===== config.mk =====
export PLATFORM = sky130hd
export DESIGN_NAME = regfile_writeback
export DESIGN_NICKNAME = d
export VERILOG_FILES = /design/src/rtl/regfile_writeback.sv
export SDC_FILE = /design/constraint.sdc
export NUM_CORES = 1
export LEC_CHECK = 0
export BUFFER_PORTS_ARGS = -buffer_cell sky130_fd_sc_hd__buf_4
export CAP_MARGIN = 20
export CELL_PAD_IN_SITES_DETAIL_PLACEMENT = 1
export CELL_PAD_IN_SITES_GLOBAL_PLACEMENT = 1
export CORE_MARGIN = 2
export CORE_UTILIZATION = 25
export CTS_BUF_LIST = sky130_fd_sc_hd__clkbuf_16
export DETAILED_ROUTE_END_ITERATION = 8
export GPL_TIMING_DRIVEN = 0
export PLACE_DENSITY_LB_ADDON = 0.1
export SYNTH_ARGS = -nofsm -noshare
export SYNTH_HDL_FRONTEND = slang
export SYNTH_SLANG_ARGS = --single-unit

===== constraint.sdc =====
create_clock -name clk -period 4.1 [get_ports clk]
set_input_delay 0.41 -clock clk [delete_from_list [all_inputs] [get_ports clk]]
set_output_delay 0.41 -clock clk [all_outputs]
set_load 0.02 [all_outputs]

===== src/rtl/regfile_writeback.sv =====
// regfile_writeback: arbitrated in-order write queue in front of the register file, with forwarding lookups
module regfile_writeback #(
  parameter int WIDTH  = 32,
  parameter int ADDR_W = 5,
  parameter int DEPTH  = 4
) (
  input  logic                     clk,
  input  logic                     rst,
  input  logic                     mem_valid,
  output logic                     mem_ready,
  input  logic [ADDR_W-1:0]        mem_rd,
  input  logic [WIDTH-1:0]         mem_data,
  input  logic                     alu_valid,
  output logic                     alu_ready,
  input  logic [ADDR_W-1:0]        alu_rd,
  input  logic [WIDTH-1:0]         alu_data,
  output logic                     rf_we,
  output logic [ADDR_W-1:0]        rf_w_addr,
  output logic [WIDTH-1:0]         rf_in,
  input  logic [ADDR_W-1:0]        look_addr_1,
  output logic                     fwd_hit_1,
  output logic [WIDTH-1:0]         fwd_data_1,
  input  logic [ADDR_W-1:0]        look_addr_2,
  output logic                     fwd_hit_2,
  output logic [WIDTH-1:0]         fwd_data_2,
  output logic [$clog2(DEPTH):0]   count
);
  localparam int PW = $clog2(DEPTH);
  localparam int CW = PW + 1;
  logic [ADDR_W-1:0] rd_q [DEPTH];
  logic [ADDR_W-1:0] rd_d [DEPTH];
  logic [WIDTH-1:0]  data_q [DEPTH];
  logic [WIDTH-1:0]  data_d [DEPTH];
  logic [PW-1:0]     head_q, head_d, tail_q, tail_d;
  logic [CW-1:0]     count_q, count_d;
  logic              push, keep, pop;
  logic [ADDR_W-1:0] in_rd;
  logic [WIDTH-1:0]  in_data;
  // Arbitration (load wins), drain of the head entry, and queue bookkeeping
  always_comb begin
    mem_ready = count_q < CW'(DEPTH);
    alu_ready = mem_ready && !mem_valid;
    in_rd     = mem_valid ? mem_rd : alu_rd;
    in_data   = mem_valid ? mem_data : alu_data;
    push      = (mem_valid && mem_ready) || (alu_valid && alu_ready);
    keep      = push && in_rd != '0;
    pop       = count_q != '0;
    rf_we     = pop && !rst;
    rf_w_addr = rd_q[head_q];
    rf_in     = data_q[head_q];
    count     = count_q;
    rd_d      = rd_q;
    data_d    = data_q;
    if (keep) begin
      rd_d[tail_q]   = in_rd;
      data_d[tail_q] = in_data;
    end
    tail_d  = keep ? tail_q + 1'b1 : tail_q;
    head_d  = pop ? head_q + 1'b1 : head_q;
    count_d = count_q + CW'(keep) - CW'(pop);
  end
  // Forwarding: scan oldest to youngest so the youngest match overrides
  always_comb begin
    fwd_hit_1  = 1'b0;
    fwd_data_1 = '0;
    fwd_hit_2  = 1'b0;
    fwd_data_2 = '0;
    for (int i = 0; i < DEPTH; i++) begin
      if (!rst && CW'(i) < count_q && look_addr_1 != '0 && rd_q[head_q + PW'(i)] == look_addr_1) begin
        fwd_hit_1  = 1'b1;
        fwd_data_1 = data_q[head_q + PW'(i)];
      end
      if (!rst && CW'(i) < count_q && look_addr_2 != '0 && rd_q[head_q + PW'(i)] == look_addr_2) begin
        fwd_hit_2  = 1'b1;
        fwd_data_2 = data_q[head_q + PW'(i)];
      end
    end
  end
  // Pointer and occupancy registers; reset discards every queued entry
  always_ff @(posedge clk) begin
    if (rst) begin
      head_q  <= '0;
      tail_q  <= '0;
      count_q <= '0;
    end else begin
      head_q  <= head_d;
      tail_q  <= tail_d;
      count_q <= count_d;
    end
  end
  // Entry storage needs no reset: validity comes from the pointers and count
  always_ff @(posedge clk) begin
    rd_q   <= rd_d;
    data_q <= data_d;
  end
endmodule

Word level (Yosys, flattened, before mapping). Cells that the tools add are included.

Word-level logic and storage cells: 122. Bits in registers: 155.

Muxes and demuxes: 48. Add/sub/neg operators: 6. Bitwise logic cells: 5. Reduce and logical (&&, ||, !) cells: 33. $lt $le $gt $ge: 11. Equal/unequal tests: 8.

Operator list (count): two-way mux 32 bit (18); binary-select mux 32 bit (select 2 bit) (4); bitwise mux 128 bit (1); demux 32 bit (select 2 bit) (1); two-way mux 5 bit (10); binary-select mux 5 bit (select 2 bit) (4); == test 5 bit (8); logical AND 1 bit (26); bitwise mux 20 bit (1); >= comparator 3 bit, second input constant (5); NOT 2 -> 3 bit (5); nonzero test 5 bit (3); demux 5 bit (select 2 bit) (1); two-way mux 1 bit (8); less-than comparator 1 x 3 -> 1 bit, first input constant (2); less-than comparator 2 x 3 -> 1 bit, first input constant (2); adder 2 x 1 -> 2 bit, second input constant (2); adder 2 bit, second input constant (2); adder 3 x 1 -> 3 bit (1); less-than comparator 3 x 1 -> 1 bit, second input constant (1); less-than comparator 3 bit, second input constant (1); nonzero test 3 bit (1); subtractor 3 x 1 -> 3 bit (1); zero test 1 bit (2); logical OR 1 bit (1).

Depth between registers and ports, before layout. Gate-level depths: netlist of the first run.

Depth in word-level cells: 10. Mapped depth: 14. Mapped depth without buffers: 9.

Least setup slack after synthesis of the first run. Ideal clock, no wire load.

Kind: register to output. From: register head_q[0]. To: output port fwd_data_1[5]. Required time: 3690 ps. Arrival: 3231 ps. Setup slack: 459 ps. Stages on the path, launching flop included: 13. Path buffers: 4. Path through: dfxtp_1 -> buf_6 -> buf_2 -> clkinv_1 -> mux2i_1 -> xor2_1 -> nor4_2 -> nor2_2 -> or2_1 -> buf_6 -> buf_6 -> a2111o_1 -> a22oi_1.

Word-level cells in the longest chain between the ends: 10.

Ends and longest elaborated chain: from (decl) (RTL line 34) `logic [PW-1:0] head_q, head_d, tail_q, tail_d;`; from (signal assigned) (RTL line 82) `head_q <= '0;`; from (signal assigned) (RTL line 86) `head_q <= head_d;`; NOT 2 -> 3 bit; binary-select mux 5 bit (select 2 bit); two-way mux 5 bit (2 in series); named net rf_w_addr[3] (RTL line 18) `output logic [ADDR_W-1:0] rf_w_addr,`; == test 5 bit (RTL line 69) `if (!rst && CW'(i) < count_q && look_addr_1 != '0 && rd_q[head_q + PW'(i)] == look_addr_1) begin`; logical AND 1 bit (RTL line 69); two-way mux 32 bit (4 in series) (RTL line 69); to (decl) (RTL line 22) `output logic [WIDTH-1:0] fwd_data_1,`.

The timed path passes the listed nets, and every way through them passes these cells. The select of a mux whose other input is x is not followed.

Worst setup path in the final report of the first run.
From: register head_q[0]. To: output port fwd_data_2[30].

Word-level cells in the longest chain between the ends: 10.

Ends and longest elaborated chain: adder 2 x 1 -> 2 bit / NOT 2 -> 3 bit (equally long branches) (RTL line 73, 75); NOT 2 -> 3 bit (not written as such) / binary-select mux 5 bit (select 2 bit) (equally long branches) (RTL line 73, 75); binary-select mux 5 bit (select 2 bit) / two-way mux 5 bit (equally long branches) (RTL line 73) `if (!rst && CW'(i) < count_q && look_addr_2 != '0 && rd_q[head_q + PW'(i)] == look_addr_2) begin`; two-way mux 5 bit (not written as such) (RTL line 73); two-way mux 5 bit (not written as such) / == test 5 bit (equally long branches) (RTL line 73); == test 5 bit / logical AND 1 bit (equally long branches) (RTL line 73); logical AND 1 bit / two-way mux 32 bit (equally long branches) (RTL line 73); two-way mux 32 bit (2 in series) (RTL line 73); two-way mux 32 bit * (RTL line 73); to (decl) (RTL line 25) `output logic [WIDTH-1:0] fwd_data_2,`.

Every way passes the cells marked *; elsewhere a longest branch is shown, timed or not. The select of a mux whose other input is x is not followed.

==> PnR_summary.wiki, run 1 <==
{| class="wikitable"
! Metric !! Value
|-
| Number of diodes || 0
|-
| Cell count after placement || between 2000 and 2500
|-
| Post-Syn Nets || 1403
|-
| Final weighted congestion of routability-driven global placement || roughly 0.86
|-
| Nets || 1662
|-
| Clock-pin slew on the worst setup and hold paths || 0.07 ns
|-
| Worst setup EP type || primary output
|-
| Worst ir drop on vdd || 0.0003247 V
|-
| Critical-path cell with the highest stage delay || mux4_2
|-
| Buffer levels on the longest clock path || 2
|-
| Core outline area || 50070 um2
|-
| Hold crit path type || in -> reg
|-
| Initial antenna violation count || 0
|-
| Number of buffer cells added on primary ports || 186
|-
| Fraction of power consumed by sequential logic || 0.211
|-
| CTS tree || done
|-
| Depth of the CTS H-tree || 4
|-
| Setup clock skew after layout || 0.009619 ns
|-
| Routed wire length || 63960 um
|-
| DR pass1 iterations || 5
|-
| Primary flip-flop cell chosen by synthesis mapping || edfxtp_1
|-
| Core Util, Final || 0.3412
|-
| Number of enable flip-flop cells after synthesis || 148
|-
| CP top delay family || simple AND/OR/NAND/NOR gates
|-
| Total negative slack || -3.326 ns
|-
| Final design instance area without fill || between 15000 and 20000 um2
|-
| Cell area power density || 651.3 nW/um2
|-
| Violated checks || setup timing
|-
| Largest net degree at the start of global routing || 38
|-
| Setup repair after global routing missed its margin || true
|-
| X dimension of the die || between 200 and 250 um
|-
| Final count of hold timing violations || 0
|-
| First-pass GRT wire length || 91550 um
|-
| Setup CP Type || reg -> out
|-
| Period utilization || 1.056
|-
| Share of final-layout standard cells stronger than drive strength 1 || 0.3517
|-
| Largest cells by area after synthesis || edfxtp_1 35%, mux2i_1 11%, mux2_2 5.4%
|-
| Number of placed I/O pins || 197
|-
| Static leakage power || 0.006328 uW
|-
| Minimum setup slack after placement || -1.062 ns
|-
| Maximum capacitance violations || 0
|-
| Final Setup Violations || 48
|-
| Top cells by instance count after synthesis || 148 x edfxtp_1, 145 x mux2i_1, 137 x nand2_1, 100 x a21oi_1, 74 x nor3_1
|-
| Kind of start point of the critical path || register
|-
| Post-detailed-route count of antenna-violating nets || 0
|-
| Sinks on the clock net || roughly 160
|-
| Maximum single-stage delay on the critical path || 0.55 ns
|-
| Number of global-route vias before repair || approximately 13000
|-
| Number of max-slew violations in the final report || 0
|-
| Fraction of power consumed by the clock network || 0.167
|-
| Area grow syn2layout || 35.01%
|-
| Highest fanout seen on the critical path || 5
|-
| Total standard cell area after synthesis || 12650 um2
|-
| Endpoint required time on the critical path || 3.69 ns
|-
| Post-DP Area || between 10000 and 15000 um2
|-
| Fraction of registers with async set or reset after synthesis || 0
|-
| DP HPWL || 45340 um
|-
| Share of the synthesized area in the top cell type || 0.3512
|-
| Flop and latch count out of synthesis || approximately 160
|-
| Initial detailed-routing violation count || 831
|-
| Crit path DAT || roughly 3.9 ns
|-
| Number of buffers and inverters on the critical path || 5
|-
| Aggregate global-route resource usage || 0.2425
|-
| Seq/Total Area, Yosys || 0.3623
|-
| Switching share of total power || 0.4783
|-
| Number of cells produced by synthesis || roughly 1300
|-
| Syn Area/Cell || between 9 and 10 um2
|-
| Clock insertion delay at the later pin of the skew report || 0.50 ns
|-
| Logic pwr share || 0.621
|-
| Non-filler instance count after layout || 2250
|-
| Actual transition at the worst max-transition pin || 1.050 ns
|-
| Vias post-DR || about 12000
|-
| Slew margin rel. || 0.3000
|-
| Global route total overflow || 0
|-
| P_int || between 5000 and 6000 uW
|-
| Post-synth cell types || 62
|-
| Synthesis Warnings || 0
|-
| Die footprint || 52430 um2
|-
| Cell-by-cell listing of the critical path || buf_6 > mux4_2 > xor2_2 > or3_4 > a211o_1 > buf_6 > a21oi_4 > buf_8 > buf_6 > nand3_2 > or3_4 > a22oi_2 > buf_6
|-
| Total of hold buffers inserted after clock tree synthesis || 0
|-
| Height of the chip || 229.0 um
|-
| Most frequently used cell type in the post-synthesis netlist || edfxtp_1
|-
| Number of placement rows || 82
|-
| Root buffer cell || clkbuf_16
|-
| Time the final worst path needs with I/O delays and setup || 4.328 ns
|-
| Max Clock Freq || 0.2311 GHz
|-
| Initial standard-cell utilization of the core || 0.2527
|-
| Most common cell on crit path || buf_6
|-
| Sw power || 5322 uW
|-
| Status || complete, but fails checks
|-
| DRC violations left || 0
|-
| Setup slack of the critical path after layout || -0.2277 ns
|-
| Post-synthesis cell type with the largest combined area || edfxtp_1
|-
| Final routed wire length divided by cell count || roughly 28 um
|-
| Inserted Clock Buffers || 17
|-
| Via count normalized by instance count || roughly 5.5
|}
repair_timing:
action	CTS	global route
buffers inserted	34	19
pin swaps	27	50
cloned	1	2
endpoints found under the setup margin	94	66
gates resized for setup	187	97
sequential cells by signal, summed over array words and instances, names as in the netlist:
signal / flops
data_q: 128
tail_q: 2
rd_q: 20
count: 3
head_q: 2
stage by stage:
step / total power (uW) / hold slack (ns)
6_report: 11130 / 0.2574
5_1_grt: 11680 / 0.2551
4_1_cts: 10890 / 0.2314
3_5_place_dp: 8606 / 0.5831
3_3_place_gp: 8558 / 0.5656
2_1_floorplan: 6152 / 0.5382
final timing paths:
path	start	to	slack [ns]	depth (start not counted)
max	head_q[0]	fwd_data_2[30]	-0.23	13
min	mem_data[26]	data_q[122]	0.26	2
max reg2reg	head_q[0]	head_q[0]	1.28	8
min reg2reg	tail_q[0]	tail_q[0]	0.60	2
area by class of cell:
cell class | instances | area, um2
Sequential cell | 155 | 4588
Multi-Input combinational cell | 988 | 7742
Timing Repair Buffer | 245 | 2127
Fill cell | 5740 | 32980
Clock inverter | 15 | 246.5
Clock buffer | 17 | 425.4
Inverter | 35 | 132.6
Buffer | 123 | 980.9
Tap cell | 672 | 840.8
placed cells by master, fill, tap and decap left out, types with 21 or more instances in the layout:
cell and n:
inv_1 36, mux2i_1 140, nor3_1 74, clkbuf_1 22, a2111o_1 21, buf_4 211
a21oi_1 99, o211ai_1 28, buf_6 55, edfxtp_1 148, a22oi_2 42, o21ai_0 55
mux2_2 61, nand2_1 134, nor2_1 54, xnor2_1 22
per-layer routing:
metal,wire length [um],vias up,track usage
met5,0,-,0
met4,1653,0,0.08787
met3,3210,97,0.04457
met2,30720,429,0.4004
met1,28370,6264,0.3161
li1,-,5483,-
power groups by stage:
stage | clock [uW] | combinational [uW] | sequential (uW)
final | 1860 | 6920 | 2350
after global placement | 0 | 6170 | 2390
after CTS | 1890 | 6650 | 2340
after floorplan | 0 | 3850 | 2310
after global routing | 1950 | 7330 | 2390
after detailed placement | 0 | 6230 | 2370
cell families after synthesis:
family          Yosys count  share of synthesized area
compound gates          385                     0.2186
simple gates            327                     0.1208
mux                     222                     0.1966
buf+inv                 163                    0.06101
flops                   155                     0.3623
xor+xnor                 45                    0.03115
fa+ha+maj                 9                   0.009493
worst reg2reg max path, stage by stage (launching register included):
cell	delay [ns]
dfxtp_4	0.37
buf_12	0.14
buf_6	0.14
clkinv_2	0.18
clkbuf_1	0.48
buf_1	0.60
clkbuf_2	0.54
xnor2_1	0.17
nor2_1	0.06
Note: power is estimated with default switching activity, not from simulation.
==> inputs of run 2 (changes only) <==
Settings changed: SETUP_SLACK_MARGIN from default to 0.15.
==> run 2 against run 1 <==
Against the previous run: sequential power about the same; global-route usage about the same; routed wire length up 1.5%; critical path depth unchanged; fmax up 0.31%; utilization up 1.7 points; largest cell class unchanged; die area unchanged; the flow still finishes with violations (setup timing).
==> PnR_summary.wiki, run 2 (same netlist as run 1, synthesis figures left out) <==
{| class="wikitable"
! Metric !! Value
|-
| Status || complete, but fails checks
|-
| Violated checks || setup timing
|-
| End of the worst register-to-register path || head_q[0]
|-
| Number of diodes || 0
|-
| Number of buffer cells added on primary ports || 186
|-
| Inserted Clock Buffers || 17
|-
| Vias post-DR || 12440
|-
| Commonest non-fill, non-tap cell in the layout || buf_4
|-
| Number of global-route vias before repair || 13050
|-
| Worst setup EP type || primary output
|-
| Setup CP Type || reg -> out
|-
| Destination of the critical timing path || fwd_data_2[30]
|-
| DRC violations left || 0
|-
| Max Clock Freq || roughly 0.23 GHz
|-
| Setup slack of the most critical reg-to-reg path || 1.61 ns
|-
| Number of max-slew violations in the final report || 0
|-
| Height of the chip || 229.0 um
|-
| Clock insertion delay at the later pin of the skew report || about 0.50 ns
|-
| Tightest hold margin || 0.2609 ns
|-
| Fraction of power consumed by the clock network || 0.162
|-
| Sw power || 5454 uW
|-
| Final routed wire length divided by cell count || 28.48 um
|-
| Setup slack of the critical path after layout || -0.2143 ns
|-
| Time the final worst path needs with I/O delays and setup || about 4.3 ns
|-
| R2R depth || 9
|-
| Sinks on the clock net || about 160
|-
| Fraction of power consumed by sequential logic || 0.206
|-
| Final count of hold timing violations || 0
|-
| Cell area power density || 638.6 nW/um2
|-
| Core outline area || 50070 um2
|-
| Number of placement rows || 82
|-
| Clock-pin slew on the worst setup and hold paths || ~0.070 ns
|-
| Buffer levels on the longest clock path || 2
|-
| Switching share of total power || 0.4767
|-
| Largest net degree at the start of global routing || 38
|-
| Largest Register || data_q
|-
| Via count normalized by instance count || roughly 5.5
|-
| Hold crit path type || in -> reg
|-
| Static leakage power || ~0.0067 uW
|-
| Total of hold buffers inserted after clock tree synthesis || 0
|-
| Setup repair after global routing missed its margin || true
|-
| Post-DP Area || roughly 15000 um2
|-
| Final weighted congestion of routability-driven global placement || about 0.86
|-
| Initial detailed-routing violation count || 885
|-
| Logic pwr share || 0.632
|-
| Slew margin rel. || 0.3146
|-
| Minimum setup slack after placement || -1.062 ns
|-
| Maximum capacitance violations || 0
|-
| Worst R2R Start || head_q[0]
|-
| Critical-path cell with the highest stage delay || mux4_2
|-
| Highest fanout seen on the critical path || 5
|-
| Core Util, Final || 0.3578
|-
| Root buffer cell || clkbuf_16
|-
| Initial standard-cell utilization of the core || 0.2527
|-
| Nets || 1691
|-
| Final Setup Violations || 48
|-
| Endpoint required time on the critical path || about 3.7 ns
|-
| P_int || 5988 uW
|-
| Setup clock skew after layout || roughly 0.013 ns
|-
| Most frequent cells in the layout || 204 x buf_4, 148 x edfxtp_1, 136 x mux2i_1
|-
| Area grow syn2layout || 41.59%
|-
| Maximum single-stage delay on the critical path || 0.55 ns
|-
| Initial antenna violation count || 0
|-
| DP HPWL || 45340 um
|-
| Max reg flops || 128
|-
| Beginning of the critical path || head_q[0]
|-
| Number of placed I/O pins || 197
|-
| X dimension of the die || around 230 um
|-
| Global route total overflow || 0
|-
| Final design instance area without fill || 17920 um2
|-
| Kind of start point of the critical path || register
|-
| Most common cell on crit path || buf_6
|-
| Post-detailed-route count of antenna-violating nets || 0
|-
| Cell-by-cell listing of the critical path || buf_6 > mux4_2 > xor2_2 > or3_4 > a211o_1 > buf_6 > a21oi_4 > buf_8 > buf_6 > nand3_2 > or3_4 > a22oi_2 > buf_6
|-
| Period utilization || 1.052
|-
| Die footprint || 52430 um2
|-
| Routed wire length || 64900 um
|-
| Crit path DAT || 3.90 ns
|-
| PnR Total Power || between 10000 and 15000 uW
|-
| Aggregate global-route resource usage || 0.2429
|-
| Actual transition at the worst max-transition pin || around 1.0 ns
|-
| Depth of the CTS H-tree || 4
|-
| First-pass GRT wire length || 91780 um
|-
| Hold_sp || mem_data[26]
|-
| DR pass1 iterations || 5
|-
| Worst ir drop on vdd || 0.0003255 V
|-
| Share of final-layout standard cells stronger than drive strength 1 || 0.3902
|-
| CTS tree || done
|}
==> run 2: cell count changes in the layout (fill, tap and decap cells not counted), moves of 5 or more <==
| cell | delta |
|---|---|
| buf_12 | +15 |
| buf_4 | -7 |
| buf_6 | +16 |
| buf_8 | +6 |
| nor3_1 | -11 |
| nor3_4 | +7 |
| o21ai_0 | -8 |
| o21ai_1 | +5 |
==> run 2: timing repair <==
item	CTS	global route
endpoints found under the setup margin	96	68
gates resized for setup	208	219
setup buffers	33	42
gates cloned	1	4
pin swaps	26	79
==> run 2: how the worst min path moves through the flow <==
stage                  endpoint  slack, ns  cells past startpoint
detailed placement    tail_q[0]       0.58                      2
floorplan             tail_q[0]       0.54                      2
finish              data_q[122]       0.26                      2
global route        data_q[119]       0.26                      2
CTS                 data_q[122]       0.23                      2
global placement      tail_q[0]       0.57                      2
==> run 2: cell type report <==
class | instances | area (um2)
timing repair buffer | 269 | 2465
clock buffer | 17 | 425.4
tap | 672 | 840.8
multi-input combinational | 988 | 8006
fill | 5707 | 32150
inverter | 35 | 132.6
buffer | 128 | 1211
clock inverter | 15 | 246.5
sequential | 155 | 4588
==> run 2: critical path: cells and delay by family, from the launching register on <==
kind	cells	cell delay (ns)
mux	1	0.55
xor+xnor	1	0.18
compound gates	3	0.79
buf+inv	5	0.66
simple gates	3	0.82
flops	1	0.39
==> run 2: per-stage QoR <==
| stage | TNS, ns | instances |
|---|---|---|
| 2_1_floorplan | 0 | 1306 |
| 3_3_place_gp | -172.13 | 2164 |
| 3_5_place_dp | -60.72 | 2167 |
| 4_1_cts | -3.652 | 2233 |
| 5_1_grt | -8.796 | 2279 |
| 6_report | -4.086 | 2279 |
==> run 2: power by group through the flow <==
stage / clock (uW) / combinational, uW / sequential, uW
after global routing: 1950 / 7650 / 2400
after detailed placement: 0 / 6230 / 2370
after global placement: 0 / 6170 / 2390
after CTS: 1890 / 6700 / 2350
after floorplan: 0 / 3850 / 2310
final: 1850 / 7230 / 2360
==> run 2: layer usage <==
metal | wire length (um) | global-route usage
met1 | 28300 | 0.3179
met2 | 30880 | 0.3985
met3 | 3657 | 0.04246
met4 | 2062 | 0.09416
met5 | 0 | 0
